File: src/rtl/fft_pkg.sv
// rtl/fft_pkg.sv - shared constants and types for the radix-2 FFT datapath
package fft_pkg;

  localparam int TW_W      = 16;
  localparam int TW_FRAC   = 13;
  localparam int TW_ADDR_W = 5;
  localparam int N_POINTS  = 64;

  // Added before the >>> so the product rounds half up
  localparam int RND_CONST = 1 << (TW_FRAC - 1);

  typedef struct packed {
    logic signed [TW_W-1:0] re;
    logic signed [TW_W-1:0] im;
  } cplx_tw_t;

endpackage

File: src/rtl/fft_butterfly_if.sv
// rtl/fft_butterfly_if.sv - operand/result stream bundle of the butterfly
interface fft_butterfly_if
  import fft_pkg::*;
#(
  parameter int DATA_W = 16,
  parameter int OUT_W  = DATA_W + 2
);

  logic                        in_valid;
  logic                        in_ready;
  logic signed [DATA_W-1:0]    a_re;
  logic signed [DATA_W-1:0]    a_im;
  logic signed [DATA_W-1:0]    b_re;
  logic signed [DATA_W-1:0]    b_im;
  logic        [TW_ADDR_W-1:0] tw_idx;
  logic                        out_valid;
  logic                        out_ready;
  logic signed [OUT_W-1:0]     x_re;
  logic signed [OUT_W-1:0]     x_im;
  logic signed [OUT_W-1:0]     y_re;
  logic signed [OUT_W-1:0]     y_im;

  modport master (
    output in_valid, a_re, a_im, b_re, b_im, tw_idx, out_ready,
    input  in_ready, out_valid, x_re, x_im, y_re, y_im
  );

  modport slave (
    input  in_valid, a_re, a_im, b_re, b_im, tw_idx, out_ready,
    output in_ready, out_valid, x_re, x_im, y_re, y_im
  );

endinterface

File: src/rtl/fft_cmul.sv
// rtl/fft_cmul.sv - registered complex product b*W with rounded combinational t
module fft_cmul
  import fft_pkg::*;
#(
  parameter int DATA_W = 16,
  parameter int OUT_W  = DATA_W + 2
) (
  input  logic                     clk,
  input  logic                     rst_n,
  input  logic                     en,
  input  logic                     in_valid,
  input  logic signed [DATA_W-1:0] a_re,
  input  logic signed [DATA_W-1:0] a_im,
  input  logic signed [DATA_W-1:0] b_re,
  input  logic signed [DATA_W-1:0] b_im,
  input  cplx_tw_t                 w,
  output logic                     out_valid,
  output logic signed [DATA_W-1:0] a_re_q,
  output logic signed [DATA_W-1:0] a_im_q,
  output logic signed [OUT_W-1:0]  t_re,
  output logic signed [OUT_W-1:0]  t_im
);

  localparam int PW = DATA_W + TW_W;

  logic signed [PW-1:0] p_rr_d, p_ii_d, p_ri_d, p_ir_d;
  logic signed [PW-1:0] p_rr, p_ii, p_ri, p_ir;
  logic signed [PW:0]   s_re, s_im;

  assign p_rr_d = PW'(b_re) * PW'(w.re);
  assign p_ii_d = PW'(b_im) * PW'(w.im);
  assign p_ri_d = PW'(b_re) * PW'(w.im);
  assign p_ir_d = PW'(b_im) * PW'(w.re);

  // Products stand in for the sampled twiddle: holding them holds W across a stall
  always_ff @(posedge clk or negedge rst_n) begin
    if (!rst_n) begin
      out_valid <= 1'b0;
      p_rr      <= '0;
      p_ii      <= '0;
      p_ri      <= '0;
      p_ir      <= '0;
      a_re_q    <= '0;
      a_im_q    <= '0;
    end else if (en) begin
      out_valid <= in_valid;
      if (in_valid) begin
        p_rr   <= p_rr_d;
        p_ii   <= p_ii_d;
        p_ri   <= p_ri_d;
        p_ir   <= p_ir_d;
        a_re_q <= a_re;
        a_im_q <= a_im;
      end
    end
  end

  assign s_re = (PW+1)'(p_rr) - (PW+1)'(p_ii) + (PW+1)'(RND_CONST);
  assign s_im = (PW+1)'(p_ri) + (PW+1)'(p_ir) + (PW+1)'(RND_CONST);
  assign t_re = OUT_W'(s_re >>> TW_FRAC);
  assign t_im = OUT_W'(s_im >>> TW_FRAC);

endmodule

File: src/rtl/fft_butterfly.sv
// rtl/fft_butterfly.sv - pipelined radix-2 DIT butterfly; FFT_BFLY_SCALE_EN halves x/y
module fft_butterfly
  import fft_pkg::*;
#(
  parameter int DATA_W = 16,
  parameter int OUT_W  = DATA_W + 2
) (
  input  logic                        clk,
  input  logic                        rst_n,
  fft_butterfly_if.slave              bus,
  output logic        [TW_ADDR_W-1:0] tw_addr,
  input  logic signed [TW_W-1:0]      tw_re,
  input  logic signed [TW_W-1:0]      tw_im
);

  logic                     en;
  logic                     s1_valid;
  logic signed [DATA_W-1:0] a1_re, a1_im, b1_re, b1_im;
  logic                     c_valid;
  logic signed [DATA_W-1:0] c_a_re, c_a_im;
  logic signed [OUT_W-1:0]  t_re, t_im;
  logic signed [OUT_W:0]    sx_re, sx_im, sy_re, sy_im;
  cplx_tw_t                 w;

  // The whole pipeline freezes only when the output register is blocked
  assign en          = !(bus.out_valid && !bus.out_ready);
  assign bus.in_ready = en;

  always_ff @(posedge clk or negedge rst_n) begin
    if (!rst_n) begin
      s1_valid <= 1'b0;
      a1_re    <= '0;
      a1_im    <= '0;
      b1_re    <= '0;
      b1_im    <= '0;
      tw_addr  <= '0;
    end else if (en) begin
      s1_valid <= bus.in_valid;
      if (bus.in_valid) begin
        a1_re   <= bus.a_re;
        a1_im   <= bus.a_im;
        b1_re   <= bus.b_re;
        b1_im   <= bus.b_im;
        tw_addr <= bus.tw_idx;
      end
    end
  end

  assign w = '{re: tw_re, im: tw_im};

  fft_cmul #(.DATA_W(DATA_W), .OUT_W(OUT_W)) u_cmul (
    .clk      (clk),
    .rst_n    (rst_n),
    .en       (en),
    .in_valid (s1_valid),
    .a_re     (a1_re),
    .a_im     (a1_im),
    .b_re     (b1_re),
    .b_im     (b1_im),
    .w        (w),
    .out_valid(c_valid),
    .a_re_q   (c_a_re),
    .a_im_q   (c_a_im),
    .t_re     (t_re),
    .t_im     (t_im)
  );

  // One spare bit so the optional +1 before halving cannot wrap
  assign sx_re = (OUT_W+1)'(c_a_re) + (OUT_W+1)'(t_re);
  assign sx_im = (OUT_W+1)'(c_a_im) + (OUT_W+1)'(t_im);
  assign sy_re = (OUT_W+1)'(c_a_re) - (OUT_W+1)'(t_re);
  assign sy_im = (OUT_W+1)'(c_a_im) - (OUT_W+1)'(t_im);

  function automatic logic signed [OUT_W-1:0] out_fmt(input logic signed [OUT_W:0] v);
`ifdef FFT_BFLY_SCALE_EN
    return OUT_W'((v + (OUT_W+1)'(1)) >>> 1);
`else
    return OUT_W'(v);
`endif
  endfunction

  always_ff @(posedge clk or negedge rst_n) begin
    if (!rst_n) begin
      bus.out_valid <= 1'b0;
      bus.x_re      <= '0;
      bus.x_im      <= '0;
      bus.y_re      <= '0;
      bus.y_im      <= '0;
    end else if (en) begin
      bus.out_valid <= c_valid;
      if (c_valid) begin
        bus.x_re <= out_fmt(sx_re);
        bus.x_im <= out_fmt(sx_im);
        bus.y_re <= out_fmt(sy_re);
        bus.y_im <= out_fmt(sy_im);
      end
    end
  end

endmodule

File: src/flat_wrapper.sv
// flat-port wrapper written by rule: the top's interface ports become plain ports
module fft_butterfly_flat import fft_pkg::*;
#(
  parameter int DATA_W = 16,
  parameter int OUT_W  = DATA_W + 2
)
  (clk, rst_n, tw_addr, tw_re, tw_im, bus_in_valid, bus_a_re, bus_a_im, bus_b_re, bus_b_im, bus_tw_idx, bus_out_ready, bus_in_ready, bus_out_valid, bus_x_re, bus_x_im, bus_y_re, bus_y_im);
  fft_butterfly_if #(.DATA_W(DATA_W), .OUT_W(OUT_W)) bus_i ();
  input  logic clk;
  input  logic rst_n;
  output logic        [TW_ADDR_W-1:0] tw_addr;
  input  logic signed [TW_W-1:0] tw_re;
  input  logic signed [TW_W-1:0] tw_im;
  input wire logic [$bits(bus_i.in_valid)-1:0] bus_in_valid;
  input wire logic [$bits(bus_i.a_re)-1:0] bus_a_re;
  input wire logic [$bits(bus_i.a_im)-1:0] bus_a_im;
  input wire logic [$bits(bus_i.b_re)-1:0] bus_b_re;
  input wire logic [$bits(bus_i.b_im)-1:0] bus_b_im;
  input wire logic [$bits(bus_i.tw_idx)-1:0] bus_tw_idx;
  input wire logic [$bits(bus_i.out_ready)-1:0] bus_out_ready;
  output wire logic [$bits(bus_i.in_ready)-1:0] bus_in_ready;
  output wire logic [$bits(bus_i.out_valid)-1:0] bus_out_valid;
  output wire logic [$bits(bus_i.x_re)-1:0] bus_x_re;
  output wire logic [$bits(bus_i.x_im)-1:0] bus_x_im;
  output wire logic [$bits(bus_i.y_re)-1:0] bus_y_re;
  output wire logic [$bits(bus_i.y_im)-1:0] bus_y_im;
  assign bus_i.in_valid = bus_in_valid;
  assign bus_i.a_re = bus_a_re;
  assign bus_i.a_im = bus_a_im;
  assign bus_i.b_re = bus_b_re;
  assign bus_i.b_im = bus_b_im;
  assign bus_i.tw_idx = bus_tw_idx;
  assign bus_i.out_ready = bus_out_ready;
  assign bus_in_ready = bus_i.in_ready;
  assign bus_out_valid = bus_i.out_valid;
  assign bus_x_re = bus_i.x_re;
  assign bus_x_im = bus_i.x_im;
  assign bus_y_re = bus_i.y_re;
  assign bus_y_im = bus_i.y_im;
  fft_butterfly #(.DATA_W(DATA_W), .OUT_W(OUT_W)) u_core (.clk(clk), .rst_n(rst_n), .bus(bus_i), .tw_addr(tw_addr), .tw_re(tw_re), .tw_im(tw_im));
endmodule
File: config.mk
export PLATFORM = sky130hd
export DESIGN_NAME = fft_butterfly_flat
export DESIGN_NICKNAME = d
export VERILOG_FILES = /design/src/rtl/fft_pkg.sv /design/src/rtl/fft_butterfly_if.sv /design/src/rtl/fft_cmul.sv /design/src/rtl/fft_butterfly.sv /design/src/flat_wrapper.sv
export SDC_FILE = /design/constraint.sdc
export NUM_CORES = 2
export LEC_CHECK = 0
export ABC_AREA = 1
export BUFFER_PORTS_ARGS = -buffer_cell sky130_fd_sc_hd__buf_2
export CORE_ASPECT_RATIO = 0.9
export CORE_UTILIZATION = 65
export CTS_CLUSTER_DIAMETER = 80
export DETAILED_ROUTE_END_ITERATION = 7
export GPL_TIMING_DRIVEN = 0
export PLACE_DENSITY = 0.83
export SKIP_CTS_REPAIR_TIMING = 1
export SLEW_MARGIN = 20
export SYNTH_ARGS = -nofsm -noshare
export SYNTH_HDL_FRONTEND = slang
export SYNTH_SLANG_ARGS = --single-unit
File: constraint.sdc
create_clock -name clk -period 8.32 [get_ports clk]
set_clock_uncertainty 0.05 [all_clocks]
set_input_delay 0.416 -clock clk [delete_from_list [all_inputs] [get_ports clk]]
set_output_delay 0.416 -clock clk [all_outputs]
set_load 0.05 [all_outputs]
### Word level (Yosys, flattened, before mapping)

Cells that the tools add are included.
W data, S select, Z words.

* output and inout bits: 79
* logic and storage cells: 37
* register bits after elaboration: 300
* input port bits: 105

* multiply operators: 4
* $add $sub $neg: 8
* reductions and logical operators: 6
* bitwise logic cells: 1

Operators with widths (number)
* $mul A16 B16 Y31: 4
* $add A31 B14 Y31 const B: 2
* $add A16 B18 Y18: 2
* $sub A16 B18 Y18: 2
* $add A31 B31 Y31: 1
* $sub A31 B31 Y31: 1
* $reduce_and A2 Y1: 3
* $logic_not A1 Y1: 2
* $logic_and A1 B1 Y1: 1
* $not A1 Y1: 1

### Logic depth before layout (Yosys ltp)

* depth after elaboration: 4
* depth in mapped cells: 29
* depth with buffers taken out: 27

### Modules after synthesis

Synthesis repeated with hierarchy kept, for this count alone.

* cell total of the unflattened synthesis: 7862
* area total of the unflattened synthesis: 59983.8 um2

By module, submodules not included
* fft_cmul: seq. area each 3928.8 um2, times used 1, area each 50827.5 um2, cells each 6717
* fft_butterfly: seq. area each 3528.4 um2, times used 1, area each 9156.3 um2, cells each 1145

### Worst setup path after synthesis

OpenSTA, ideal clock, no wires.

* kind: register -> register
* from: register u_core.b1_re[15]
* to: register u_core.u_cmul.p_rr[26]
* setup time: 0.117 ns
* setup slack: 2.558 ns
* required time: 8.153 ns
* cell stages (with the launch flop): 23
* path buffers: 2
* arrival: 5.595 ns
* clock period less this slack: 5.762 ns
* cells stage by stage: dfrtp_1 > buf_6 > clkbuf_1 > nand2_1 > inv_1 > fa_1 > inv_1 > fa_1 > inv_1 > fa_1 > inv_1 > fa_1 > fa_1 > fa_1 > inv_1 > ha_1 > nand2_1 > nor4_1 > o21ai_0 > nand3_1 > nand2_1 > nand3_1 > nand2_1

* cells in the longest elaborated chain, start to end: 1

Ends and longest elaborated chain
* start: declaration: line fft_butterfly.sv:18 `logic signed [DATA_W-1:0] a1_re, a1_im, b1_re, b1_im;`
* start signal: assignment: line fft_butterfly.sv:42 `b1_re <= bus.b_re;`
* $mul A16 B16 Y31: line fft_cmul.sv:30 `assign p_rr_d = PW'(b_re) * PW'(w.re);`
* end signal: assignment: line fft_cmul.sv:48 `p_rr <= p_rr_d;`
* end: declaration: line fft_cmul.sv:27 `logic signed [PW-1:0] p_rr, p_ii, p_ri, p_ir;`

No other way between the ends.
A chain may end at the register's enable or synchronous reset.

### Final worst setup path

* from: register u_core.b1_re[15]
* to: register u_core.u_cmul.p_ri[30]

* cells in the longest elaborated chain, start to end: 1

Ends and longest elaborated chain
* $mul A16 B16 Y31: line fft_cmul.sv:32 `assign p_ri_d = PW'(b_re) * PW'(w.im);`
* end signal: assignment: line fft_cmul.sv:50 `p_ri <= p_ri_d;`
* end: declaration: line fft_cmul.sv:27

No other way between the ends.

==> flow_summary.json <==
{
  "area_growth_syn_to_layout_pct": 6.77,
  "ys_seq_area_frac": 0.124,
  "dr.pass1.iters": 7,
  "synth_edf_count": 0,
  "period_share": 0.908,
  "final_nets": 9813,
  "endpoint_kind": "flip-flop",
  "port_buffers": 177,
  "status": "complete, but fails checks",
  "antenna_found_initial": 9,
  "initial_core_util": 0.659,
  "max_freq_mhz": 132,
  "setup_tns_ns": 0,
  "grt_pass1_wl_um": 329000,
  "ys_async_sr_fraction": 1.00,
  "fp.dieW_um": 323,
  "tightest_slew_ns": 1.37,
  "hold_ws_ns": -0.0350,
  "setup_viol": 0,
  "cts_root_buf": "clkbuf_16",
  "path_class": "reg2reg",
  "critPathArrivalTime_ns": 8.00,
  "cp_max_fo": 10,
  "drc": 0,
  "cts_num_sinks": 298,
  "grt_start_max_net_pins": 99,
  "yosysWarnings": 0,
  "hpwl_um": 180000,
  "cts_tree": "yes",
  "grt_use_total": 0.478,
  "cp_common_cell": "fa_1",
  "placeableCoreArea_um2": 91600,
  "worstSetupStartpointType": "flip-flop",
  "htreeDepth": 2,
  "synth_ff_type": "dfrtp_1",
  "clockBufferDepth": 3,
  "place_congestion": 1.09,
  "post-route-min-period_ns": 7.55,
  "viasPerCell": 5.81,
  "cts.clk_slew.worst_paths_ns": 0.07,
  "layout-drive-gt1-share": 0.0510,
  "synth_nets": 9568,
  "max-cap-violations": 0,
  "drt-initial-drc-count": 6183,
  "critical_path.cell_chain": "buf_6 > clkbuf_1 > nand2_1 > inv_1 > fa_1 > inv_1 > fa_1 > inv_1 > fa_1 > fa_1 > fa_1 > fa_1 > ha_1 > a21oi_1 > o21ai_0 > nand2_1 > nand3_1 > a21oi_1 > nand2_1 > inv_1 > nand2_1 > nand3_1 > nand2_1",
  "drtAntennaViolNets": 0,
  "grt_pass1_vias": 56100,
  "dieArea_um2": 94000,
  "syn_avg_cell_area_um2": 7.60,
  "die_h_um": 291,
  "rows": 105,
  "required_ns": 8.77,
  "final_max_slew_viol_count": 0,
  "violations": "hold timing",
  "hold_viol": 6,
  "insertion_delay_ns": 0.66,
  "min_path_type": "in2reg",
  "io_pins": 184,
  "synth_cell_types": 57,
  "syn_area_um2": 60300,
  "synth_cells": 7931,
  "ys_seq_elements": 298,
  "wire_per_inst_um": 23.3,
  "vias": 54800,
  "slowest_delay_ns": 0.67,
  "rsz0062_at_grt": "false",
  "grt_overflow": 0,
  "wirelength_um": 220000,
  "critPathSlowestCell": "clkbuf_1",
  "numCtsBuffers": 38,
  "relSlewSlack": 0.0878
}
==> worst paths after layout <==
| check | from | endpoint | slack, ns | cells after the start |
|---|---|---|---|---|
| max | u_core.b1_re[15]$_DFFE_PN0P_ | u_core.u_cmul.p_ri[30]$_DFFE_PN0P_ | 0.77 | 23 |
| min | bus_a_im[5] | u_core.a1_im[5]$_DFFE_PN0P_ | -0.04 | 3 |
| max reg2reg | u_core.b1_re[15]$_DFFE_PN0P_ | u_core.u_cmul.p_ri[30]$_DFFE_PN0P_ | 0.77 | 23 |
| min reg2reg | u_core.bus.y_re[1]$_DFFE_PN0P_ | u_core.bus.y_re[1]$_DFFE_PN0P_ | 0.42 | 2 |
| max in group asynchronous | rst_n | u_core.b1_im[0]$_DFFE_PN0P_ | 6.20 | 5 |
| min in group asynchronous | rst_n | u_core.u_cmul.p_rr[8]$_DFFE_PN0P_ | 0.28 | 2 |
==> stage by stage <==
stage	worst slack, ns	cell area (um^2)	utilization	cells
5_1_grt	0.538	64400	0.703	9437
2_1_floorplan	2.56	60300	-	7931
3_5_place_dp	1.07	62800	0.686	9341
6_report	0.768	64400	0.703	9439
4_1_cts	1.09	64100	0.700	9409
3_3_place_gp	0.920	62700	0.685	9338
==> registers in the layout (all words and copies together), names as in the netlist, 17 cells and up <==
signal	count
u_core.bus.y_re	18
u_core.u_cmul.p_ii	31
u_core.bus.x_im	17
u_core.bus.y_im	18
u_core.u_cmul.p_ri	31
u_core.bus.x_re	17
u_core.u_cmul.p_ir	31
u_core.u_cmul.p_rr	31
==> routing by layer <==
metal / up-vias / part of all wire / track usage
li1: 23900 / - / -
met1: 26300 / 0.35 / 0.589
met2: 3642 / 0.41 / 0.683
met3: 963 / 0.14 / 0.165
met4: 4 / 0.098 / 0.380
met5: - / 0.00028 / 0
==> synthesized netlist by cell type (all sizes together) (54+ instances only) <==
cell,number,area [um^2]
dfrtp,298,7460
nand4,71,444
o21ai,250,1280
clkbuf,234,878
xnor2,68,596
nor3,54,300
fa,1028,20600
inv,2043,7670
nand3,292,1460
a21oi,280,1440
nor2,381,1460
nand2,2087,7870
ha,504,6310
xor2,54,473
buf,61,333
==> final cells by class <==
class                   count  area, um^2
fillers                  7603       27200
clock inverters            23         295
inverters                2044        7670
multi-input cells        5294       44000
flip-flops and latches    298        7460
well taps                1230        1540
clock buffers              45         997
diodes                      5        12.5
repair buffers            205        1230
plain buffers             295        1220
==> worst max-delay path, delay by kind of cell (launching register included) <==
family / cells / cell delay (ns)
simple gates: 7 / 0.87
buf+inv: 6 / 1.55
fa+ha+maj: 7 / 3.46
compound gates: 3 / 1.01
flops: 1 / 0.41
==> logic make-up after synthesis <==
kind of cell / count (synthesis) / share of synthesized area
buffers and inverters: 2339 / 0.147
flip-flops: 298 / 0.124
AO/OA/AOI/OAI: 657 / 0.0608
XOR/XNOR: 122 / 0.0177
multiplexers: 32 / 0.00597
AND/OR/NAND/NOR: 2951 / 0.199
adder cells (fa/ha/maj): 1532 / 0.446
==> layout by cell type (no fill, tap or decap), types with 8 or more instances in the layout <==
cell           count
nor3_1            48
nand4_1           71
nand2_1         2076
xnor2_1           68
a31oi_1           35
a21o_1            14
or2_2             18
nand3_1          292
fa_1            1028
nor4_1            11
buf_2            226
a21oi_1          271
mux2_2            32
ha_1             504
xor2_1            54
o21ai_1           15
dlygate4sd3_1     25
dfrtp_1          298
nand3b_1          22
o21bai_1          39
o21ai_0          228
nor2_1           373
nand2_2           10
inv_1           2038
a21oi_2            9
or2_1              8
clkbuf_1         232
clkbuf_16         38
Power is left out: the tool's default activity adds up to more than one toggle a clock period on the data nets, which glitch-free logic cannot reach.
